===== src/rtl/ram8_ctrl.sv =====
// Request-driven controller and storage for a small word-addressed memory.
// Optional build macro RAM8_CLEAR_EN adds clear_req and a sequential CLEAR walk.
module ram8_ctrl #(
  parameter int WIDTH  = 16,
  parameter int ADDR_W = 3
) (
  input  logic                  clk,
  input  logic                  reset_n,
  input  logic                  req_valid,
  output logic                  req_ready,
  input  logic                  req_write,
  input  logic [ADDR_W-1:0]     req_addr,
  input  logic [WIDTH-1:0]      req_wdata,
  output logic                  rsp_valid,
  input  logic                  rsp_ready,
  output logic [WIDTH-1:0]      rsp_rdata,
  output logic [2**ADDR_W-1:0]  word_load,
  output logic                  busy
`ifdef RAM8_CLEAR_EN
  ,
  input  logic                  clear_req
`endif
);

  localparam int DEPTH = 2**ADDR_W;

  // Handshake: a request transfers on a cycle with req_valid & req_ready, a
  // response on a cycle with rsp_valid & rsp_ready; requests must hold until taken.
`ifdef RAM8_CLEAR_EN
  typedef enum logic [1:0] {S_IDLE, S_RESP, S_CLEAR} state_t;
`else
  typedef enum logic [1:0] {S_IDLE, S_RESP} state_t;
`endif

  state_t            r_state;
  state_t            w_next_state;
  logic [WIDTH-1:0]  r_mem [DEPTH];
  logic [WIDTH-1:0]  r_rsp_rdata;
  logic [WIDTH-1:0]  w_wdata;
  logic              w_accept;
  logic              w_clear;

`ifdef RAM8_CLEAR_EN
  logic [ADDR_W-1:0] r_clr_idx;
  assign w_clear = clear_req;
`else
  assign w_clear = 1'b0;
`endif

  always_comb begin
    w_next_state = r_state;
    req_ready    = 1'b0;
    word_load    = '0;
    w_wdata      = req_wdata;
    w_accept     = 1'b0;
    case (r_state)
      S_IDLE: begin
        // A clear command outranks a simultaneous request.
        req_ready = !w_clear;
`ifdef RAM8_CLEAR_EN
        if (w_clear) begin
          w_next_state = S_CLEAR;
        end else if (req_valid && !req_write) begin
          w_next_state = S_RESP;
        end
`else
        if (req_valid && !req_write) begin
          w_next_state = S_RESP;
        end
`endif
      end
      S_RESP: begin
        req_ready = rsp_ready;
        if (rsp_ready) begin
          w_next_state = (req_valid && !req_write) ? S_RESP : S_IDLE;
        end
      end
`ifdef RAM8_CLEAR_EN
      S_CLEAR: begin
        word_load[r_clr_idx] = 1'b1;
        w_wdata              = '0;
        if (r_clr_idx == {ADDR_W{1'b1}}) begin
          w_next_state = S_IDLE;
        end
      end
`endif
      default: w_next_state = S_IDLE;
    endcase
    w_accept = req_valid && req_ready;
    if (w_accept && req_write) begin
      word_load[req_addr] = 1'b1;
    end
  end

  always_ff @(posedge clk) begin
    if (!reset_n) begin
      r_state <= S_IDLE;
    end else begin
      r_state <= w_next_state;
    end
  end

  // Storage deliberately ignores reset_n so a write on the reset edge still lands.
  always_ff @(posedge clk) begin
    for (int i = 0; i < DEPTH; i++) begin
      if (word_load[i]) begin
        r_mem[i] <= w_wdata;
      end
    end
  end

  always_ff @(posedge clk) begin
    if (!reset_n) begin
      r_rsp_rdata <= '0;
    end else if (w_accept && !req_write) begin
      r_rsp_rdata <= r_mem[req_addr];
    end
  end

`ifdef RAM8_CLEAR_EN
  always_ff @(posedge clk) begin
    if (!reset_n || r_state != S_CLEAR) begin
      r_clr_idx <= '0;
    end else begin
      r_clr_idx <= r_clr_idx + 1'b1;
    end
  end
`endif

  assign rsp_valid = (r_state == S_RESP);
  assign rsp_rdata = r_rsp_rdata;
  assign busy      = (r_state != S_IDLE);

endmodule


===== config.mk =====
export PLATFORM = sky130hd
export DESIGN_NAME = ram8_ctrl
export DESIGN_NICKNAME = d
export VERILOG_FILES = /design/src/rtl/ram8_ctrl.sv
export SDC_FILE = /design/constraint.sdc
export NUM_CORES = 1
export LEC_CHECK = 0
export BUFFER_PORTS_ARGS = -buffer_cell sky130_fd_sc_hd__buf_4
export CAP_MARGIN = 15
export CORE_MARGIN = 4
export CORE_UTILIZATION = 60
export DETAILED_ROUTE_END_ITERATION = 6
export PLACE_DENSITY = 0.8
export REMOVE_ABC_BUFFERS = 1
export SYNTH_ARGS = -nofsm -noshare
export SYNTH_HDL_FRONTEND = slang
export SYNTH_SLANG_ARGS = --single-unit

===== constraint.sdc =====
create_clock -name clk -period 4.7 [get_ports clk]
set_clock_uncertainty 0.1 [all_clocks]
set_input_delay 0.94 -clock clk [delete_from_list [all_inputs] [get_ports clk]]
set_output_delay 0.94 -clock clk [all_outputs]
set_load 0.02 [all_outputs]

==> results.md, run 1 <==
* Final Hold Violating Endpoints at 0
* Worst Tran Pin Value at 0.961 ns
* Ys flop type: edfxtp_1
* TritonCTS Buffers at 17
* # H-tree levels at 4
* R2R depth at 4
* Most frequent cells in the layout: edfxtp_1 (128), buf_4 (61), mux2i_1 (60)
* Unrepaired setup endpoints after global routing: false
* Number of global-route vias before repair at 3298
* Final Instance Count excl. Fillers at 500
* Wire per inst at 24.4 µm
* Crit start category: input port
* Multiplexer share of the synthesized area at 11.4%
* Seq/Total Area, Yosys at 74.2%
* Post-Synthesis Cells at 318
* Starting Density at 61.3%
* Placed Instances at 468
* Post-CTS Setup Bufs at 0
* Port buffer count at 50
* Area contributors post-synth: edfxtp_1 (68%), mux2i_1 (11%), dfxtp_1 (6.0%), o22a_1 (3.7%), a311oi_1 (2.0%)
* FF+latch area at 0.00418 mm²
* DRC Markers at 0
* HPWL after detailed placement at 6.76 mm
* Share of cells above drive strength 1 at 27.5%
* Max Root-Sink Buffers at 2
* CP max FO at 17
* Final wirelength at 12.2 mm
* Ys async rst share at 0%
* Area leader, netlist: edfxtp_1
* Worst slew margin at 36.0%
* Initial DRC count at 291
* DR vias at 3243
* Vias per cell at 6.49
* Post-synthesis cell area at 0.00564 mm²
* Clk root buf: clkbuf_8
* Fin crit share at 69.5%
* Setup TNS at 0 ns
* Antenna Violating Nets Remaining at 0
* DR pass1 iterations at 5
* Fin nets at 400
* Area delta synth->final at 18.1%
* Register-to-register setup slack at 2.85 ns
* Final worst slack at 1.44 ns
* Synth Area in Compound Gates at 9.12%
* Simple-Gate Fraction of Synth Area at 1.89%
* EDFF count, synth at 128
* RR Startpoint: r_state[0]$_SDFFE_PN0P_
* Hold Buf Count CTS at 0
* Post-synthesis adder-cell area fraction at 0%
* Post-Place Setup Slack at 1.45 ns
* Ports at 51
* Critical R2R Capture: rsp_rdata[0]$_SDFFE_PN0P_
* Largest family of logic cells by synthesized area: multiplexers
* #FFs+latches synth at 145
* Yosys cell types at 31
* Xor and xnor area share after synthesis at 0%
* Grt ovf at 0
* Worst hold start: rsp_rdata[1]$_SDFFE_PN0P_
* Cell Rows at 35
* GRT Total Usage at 23.2%
* Lkg Pwr at 2.40 nW
* Final slew viol count at 0
* Synth Warn # at 0
* Worst-Skew Late Latency at 0.52 ns
* CTS tree: done
* Hold path endpoint: rsp_rdata[1]$_SDFFE_PN0P_
* Post-synth top area share at 68.1%
* Die area at 0.0110 mm²
* Setup violators final at 0
* Power per standard cell area at 437 mW/mm²
* CTS sink cnt at 145
* CTS resizes at 0
* Core Footprint at 0.00920 mm²
* Tmin final at 3.26 ns
* Worst-case vdd ir drop at 0.328 mV
* Maximum clock frequency at 306 MHz
* Crit. End Element: primary output
* First-pass GRT wire length at 18.7 mm
* Arrival time at the worst endpoint at 2.22 ns
* Most common cell after layout, fill and taps aside: edfxtp_1
* Ant diodes at 0
* Max_cap viols at 0
* CP Data Required Time at 3.66 ns
* Die Ht at 105 µm
* Reg clk slew, reported paths at 0.06 ns
* Initial antenna violation count at 0
* Crit Path Class: in2out
* Multi-input gate area at 0.00129 mm²
* Outcome: complete, no violations
* Filler cells at 544
* Die X at 105 µm
* Pin count of the biggest net entering global routing at 45
* Gp weighted congestion at 0.810
* Final core occ at 72.4%
* Hold Path Cell Cnt at 2
* Hold WC Path Type: reg2reg
* Syn_area_per_cell at 17.7 µm²
registers in the layout, indices dropped and copies added (netlist names):
register / count
r_mem: 128
rsp_rdata: 16
r_state: 1
cells in the mapped netlist, types with 3 or more instances:
master and number:
o22a_1 24, mux2i_1 60, a311oi_1 13, buf_6 4, o311a_1 3, nor2_1 9, clkbuf_1 5, dfxtp_1 17
nand2b_1 3, o22ai_1 6, a31o_2 3, edfxtp_1 128, a31oi_1 13, buf_2 6
how the worst max path moves through the flow:
stage                start      endpoint  slack, ns  cells past startpoint
2_1_floorplan    rsp_ready  word_load[0]       0.88                      3
3_3_place_gp   req_addr[2]  word_load[3]       1.47                      4
3_5_place_dp   req_addr[0]  word_load[4]       1.45                      5
4_1_cts        req_addr[0]  word_load[5]       1.44                      5
5_1_grt        req_addr[0]  word_load[4]       1.40                      5
6_report       req_addr[2]  word_load[3]       1.44                      4
cell families after synthesis:
kind of cell           count (synthesis)
and+or+nand+nor                       21
AOI/OAI and AO/OA                     64
muxes                                 64
buffers and inverters                 24
DFF                                  145
metal layers:
layer / wire, µm / share of wire [%] / track usage [%]
met5: 0 / 0 / 0
met4: 349 / 2.9 / 10.8
met3: 975 / 8.0 / 5.87
met2: 6250 / 51 / 39.4
met1: 4630 / 38 / 27.9
final cells by class:
class | count | area share [%]
Sequential cell | 145 | 62.8
Multi-Input combinational cell | 149 | 19.3
Timing Repair Buffer | 61 | 6.88
Clock buffer | 18 | 6.42
Clock inverter | 14 | 2.37
Tap cell | 111 | 2.09
Inverter | 2 | 0.113
worst max-delay path, stage by stage:
cell and delay (ns):
buf_4 0.14, nand2b_1 0.59, nor2_2 0.36, buf_4 0.19
stage by stage:
stage	hold WS [ns]	cell area, µm²	power [mW]
5_1_grt	0.491	6660	3.00
6_report	0.449	6660	2.91
3_5_place_dp	0.439	6070	1.64
2_1_floorplan	0.509	5460	1.54
3_3_place_gp	0.434	6070	1.63
4_1_cts	0.447	6660	2.93
where the power goes:
| part | internal, mW | switching (mW) | total, mW |
|---|---|---|---|
| Sequential | 1.42 | 0.0106 | 1.44 |
| Combinational | 0.0721 | 0.109 | 0.181 |
| Clock | 0.775 | 0.516 | 1.29 |
| Total | 2.27 | 0.636 | 2.91 |
Note: power is estimated with default switching activity, not from simulation.
==> run 2: changes to the inputs <==
- CORE_UTILIZATION: 60 -> 53
- PLACE_DENSITY: 0.8 -> 0.75
- clock period: 4.7 -> 2.7 ns (I/O delays scaled with it)
==> run 2 against run 1 <==
  * Global-route usage down 3.4 points
  * Routed wire length decreased by 2.5%
  * Design area up 1.4%
  * Critical path type is now reg2out
  * Largest cell class unchanged
  * Largest power group unchanged
==> results.md, run 2 (synthesized netlist as in run 1, its figures left out) <==
* HPWL after detailed placement at 7.14 mm
* Final Hold Violating Endpoints at 0
* CP max FO at 8
* Most frequent cells in the layout: edfxtp_1 (128), buf_4 (72), mux2i_1 (60)
* # H-tree levels at 4
* CTS resizes at 0
* Pin count of the biggest net entering global routing at 29
* Port buffer count at 50
* Lkg Pwr at 2.44 nW
* Tmin final at 2.51 ns
* Die X at 111 µm
* Arrival time at the worst endpoint at 1.87 ns
* Max Root-Sink Buffers at 2
* DRC Markers at 0
* Area delta synth->final at 19.8%
* Starting Density at 54.6%
* Outcome: complete, no violations
* CTS sink cnt at 145
* Crit. End Element: primary output
* TritonCTS Buffers at 17
* Antenna Violating Nets Remaining at 0
* Power per standard cell area at 745 mW/mm²
* Unrepaired setup endpoints after global routing: false
* GRT Total Usage at 19.8%
* Reg clk slew, reported paths at 0.06 ns
* DR pass1 iterations at 4
* Crit Path Class: reg2out
* Worst-case vdd ir drop at 0.395 mV
* Die area at 0.0124 mm²
* Setup violators final at 0
* DR vias at 3199
* Total Power at 5.03 mW
* Final slew viol count at 0
* First-pass GRT wire length at 18.1 mm
* Crit start category: flop
* Fin Hold WS at 0.146 ns
* Max FFs per register at 128
* Grt ovf at 0
* Filler cells at 730
* CP Data Required Time at 2.06 ns
* Share of cells above drive strength 1 at 28.7%
* Fin crit share at 92.9%
* CTS tree: done
* Worst-Skew Late Latency at 0.53 ns
* Most common cell after layout, fill and taps aside: edfxtp_1
* Hold WC Path Type: in2reg
* Number of global-route vias before repair at 3205
* Initial DRC count at 255
* Fin nets at 411
* Worst slew margin at 60.1%
* Vias per cell at 5.97
* Maximum clock frequency at 399 MHz
* Gp weighted congestion at 0.769
* Clk root buf: clkbuf_8
* Ports at 51
* Core Footprint at 0.0103 mm²
* Die Ht at 111 µm
* Max_cap viols at 0
* Worst Tran Pin Value at 0.599 ns
* Cell Rows at 37
* Initial antenna violation count at 0
* Final wirelength at 11.9 mm
* Top reg by flops: r_mem
* Ant diodes at 0
* Wire per inst at 22.2 µm
run 2: cell count changes in the layout (fill, tap and decap cells not counted), sizes merged:
| cell | previous run | this run |
|---|---|---|
| buf | 61 | 72 |
| clkbuf | 18 | 20 |
| clkinv | 7 | 4 |
| clkinvlp | 3 | 4 |
run 2: path summary, 6_finish.rpt:
check                                  from                         to  slack [ns]  depth (start not counted)
hold / removal                 req_wdata[3]      r_mem[5][3]$_DFFE_PP_        0.15                          1
hold reg to reg   rsp_rdata[8]$_SDFFE_PN0P_  rsp_rdata[8]$_SDFFE_PN0P_        0.46                          2
setup / recovery    r_state[0]$_SDFFE_PN0P_               word_load[7]        0.19                          5
setup reg to reg    r_state[0]$_SDFFE_PN0P_      r_mem[4][7]$_DFFE_PP_        0.79                          5
run 2: report_power, final:
part           internal [mW]  switching, mW  leakage [nW]
sequential              2.48         0.0166          1.30
combinational          0.135          0.191         0.880
clock                   1.34          0.869         0.268
run 2: through the flow:
stage / area [µm²] / instances / setup slack, ns / utilization (%) / TNS [ns]
floorplan: 5460 / 296 / -0.325 / - / -23.65
global placement: 6170 / 502 / 0.174 / 59.8 / 0
detailed placement: 6170 / 502 / 0.184 / 59.8 / 0
CTS: 6760 / 536 / 0.183 / 65.4 / 0
global route: 6760 / 536 / 0.0472 / 65.4 / 0
finish: 6760 / 536 / 0.193 / 65.4 / 0
run 2: what timing repair did:
item,in CTS,in global routing
buffers inserted,2,0
endpoints found under the setup margin,6,0
hold buffers,0,0
run 2: final cells by class:
| type | count | area (µm²) | share of cell area, % |
|---|---|---|---|
| sequential | 145 | 4180 | 61.9 |
| multi-input combinational | 149 | 1280 | 19.0 |
| timing repair buffer | 72 | 541 | 8.00 |
| clock buffer | 20 | 435 | 6.44 |
| tap | 136 | 170 | 2.52 |
| clock inverter | 12 | 135 | 2.00 |
| inverter | 2 | 7.51 | 0.111 |
run 2: worst max-delay path, stage by stage (launching register included):
cell and delay (ns):
dfxtp_1 0.34, nand2b_1 0.30, nand4_1 0.14, buf_4 0.20, nor2_2 0.17, buf_4 0.18
run 2: metal layers:
layer	global-route usage [%]	vias up	routed length, µm
li1	-	1432	-
met1	24.5	1615	4840
met2	31.8	129	5930
met3	7.15	23	935
met4	7.79	0	206
met5	0	-	0
==> run 3: changes to the inputs <==
- BUFFER_PORTS_ARGS: -buffer_cell sky130_fd_sc_hd__buf_4 -> -buffer_cell sky130_fd_sc_hd__buf_2
==> run 3 against run 2 <==
  * Sequential cell count did not move
  * Via count shrank 0.94%
  * Sequential power hardly changed
  * Core utilization down 1.5 points
  * Combinational power is 6% lower
  * Register-to-register slack better by 0.04 ns
==> results.md, run 3 (synthesized netlist as in run 1, its figures left out) <==
* DR pass1 iterations at 5
* GRT Total Usage at 20.4%
* Crit. End Element: primary output
* Area delta synth->final at 17.1%
* Share of cells above drive strength 1 at 28.0%
* Number of global-route vias before repair at 3208
* Ports at 51
* DR vias at 3169
* Max FFs per register at 128
* Arrival time at the worst endpoint at 1.82 ns
* CP max FO at 4
* CP delay by family, top: simple AND/OR/NAND/NOR gates
* Crit Path Class: reg2out
* Hold Buf Count CTS at 0
* First-pass GRT wire length at 18.7 mm
* Hold WC Path Type: in2reg
* Port buffer count at 50
* Final wirelength at 12.2 mm
* Worst Tran Pin Value at 0.632 ns
* Final slew viol count at 0
* Met1 Track Usage GR at 25.8%
* Vias per cell at 5.95
* Initial DRC count at 336
* Top reg by flops: r_mem
* Gp weighted congestion at 0.771
* Power per standard cell area at 747 mW/mm²
* Ant diodes at 0
* Starting Density at 54.6%
* Max_cap viols at 0
* Tmin final at 2.46 ns
* CP Data Required Time at 2.06 ns
* # H-tree levels at 4
* Slowest CP cell: dfxtp_1
* CTS resizes at 0
* TritonCTS Buffers at 17
* Setup violators final at 0
* Post-CTS Setup Bufs at 0
* Worst slew margin at 57.8%
* Die area at 0.0124 mm²
* CTS sink cnt at 145
* Crit start category: flop
* Clk root buf: clkbuf_8
* Final Hold Violating Endpoints at 0
* Reg clk slew, reported paths at 0.06 ns
* Most common cell after layout, fill and taps aside: edfxtp_1
* CTS tree: done
* Grt ovf at 0
* Slowest stage delay, CP at 0.34 ns
* Worst-Skew Late Latency at 0.52 ns
* Die Ht at 111 µm
* Maximum clock frequency at 407 MHz
* Cell Rows at 37
* Antenna Violating Nets Remaining at 0
* Wire per inst at 22.9 µm
* Worst-case vdd ir drop at 0.445 mV
* CP Buf/Inv Count at 1
* Unrepaired setup endpoints after global routing: false
* Total Power at 4.93 mW
* Worst-path cell chain: nand2b_1 -> nand4b_1 -> nor2_2 -> buf_2
* Lkg Pwr at 2.41 nW
* Max Root-Sink Buffers at 2
* GR Util met2 at 34.2%
* Initial antenna violation count at 0
* Met3 usage at 4.97%
* Fin nets at 409
* Outcome: complete, no violations
* Most used routing layer: met2
* Final core occ at 64.0%
* Die X at 111 µm
* Fin crit share at 91.0%
* HPWL after detailed placement at 7.25 mm
* Setup TNS at 0 ns
* Pin count of the biggest net entering global routing at 57
* Core Footprint at 0.0103 mm²
* Most frequent cells in the layout: edfxtp_1 (128), mux2i_1 (60), buf_2 (49)
* DRC Markers at 0
* Filler cells at 703
run 3: changes by cell type in the layout (fill, tap and decap cells not counted):
cell / previous run / this run
buf_4: 72 / 20
clkinv_2: 2 / 4
clkbuf_1: 2 / 3
clkinvlp_4: 4 / 2
clkinv_1: 0 / 1
clkbuf_8: 2 / 1
buf_2: 0 / 49
nor2_2: 7 / 8
inv_6: 2 / 0
nor2_1: 2 / 1
buf_12: 0 / 1
run 3: path summary, 6_finish.rpt:
path / endpoint / cells after the start / slack, ns / startpoint
setup / recovery: word_load[4] / 4 / 0.24 / r_state[0]$_SDFFE_PN0P_
hold / removal: rsp_rdata[3]$_SDFFE_PN0P_ / 2 / 0.18 / reset_n
setup reg to reg: r_mem[4][3]$_DFFE_PP_ / 4 / 0.83 / r_state[0]$_SDFFE_PN0P_
hold reg to reg: rsp_rdata[4]$_SDFFE_PN0P_ / 2 / 0.45 / rsp_rdata[4]$_SDFFE_PN0P_
run 3: where the power goes:
group	internal, mW	leakage (nW)	total (mW)	switching (mW)
logic	0.115	0.851	0.307	0.193
registers	2.48	1.30	2.50	0.0161
clock network	1.30	0.262	2.13	0.832
run 3: cell type report:
class | count | area (µm²) | share of cell area [%]
timing repair buffer | 70 | 415 | 6.29
clock buffer | 20 | 425 | 6.44
inverter | 2 | 7.51 | 0.114
multi-input combinational | 149 | 1290 | 19.5
tap | 136 | 170 | 2.58
clock inverter | 11 | 116 | 1.76
sequential | 145 | 4180 | 63.3
run 3: per-stage QoR:
step	std cells	hold WS (ns)	setup WS (ns)	cell area (µm²)
6_report	533	0.182	0.243	6610
5_1_grt	533	0.168	0.162	6610
4_1_cts	533	0.170	0.232	6610
3_5_place_dp	502	0.443	0.393	6060
3_3_place_gp	502	0.433	0.469	6060
2_1_floorplan	296	0.509	-0.325	5460
run 3: routing by layer:
layer,part of all wire (%),vias up
li1,-,1431
met1,39,1580
met2,52,142
met3,7.6,16
met4,1.5,0
met5,0,-
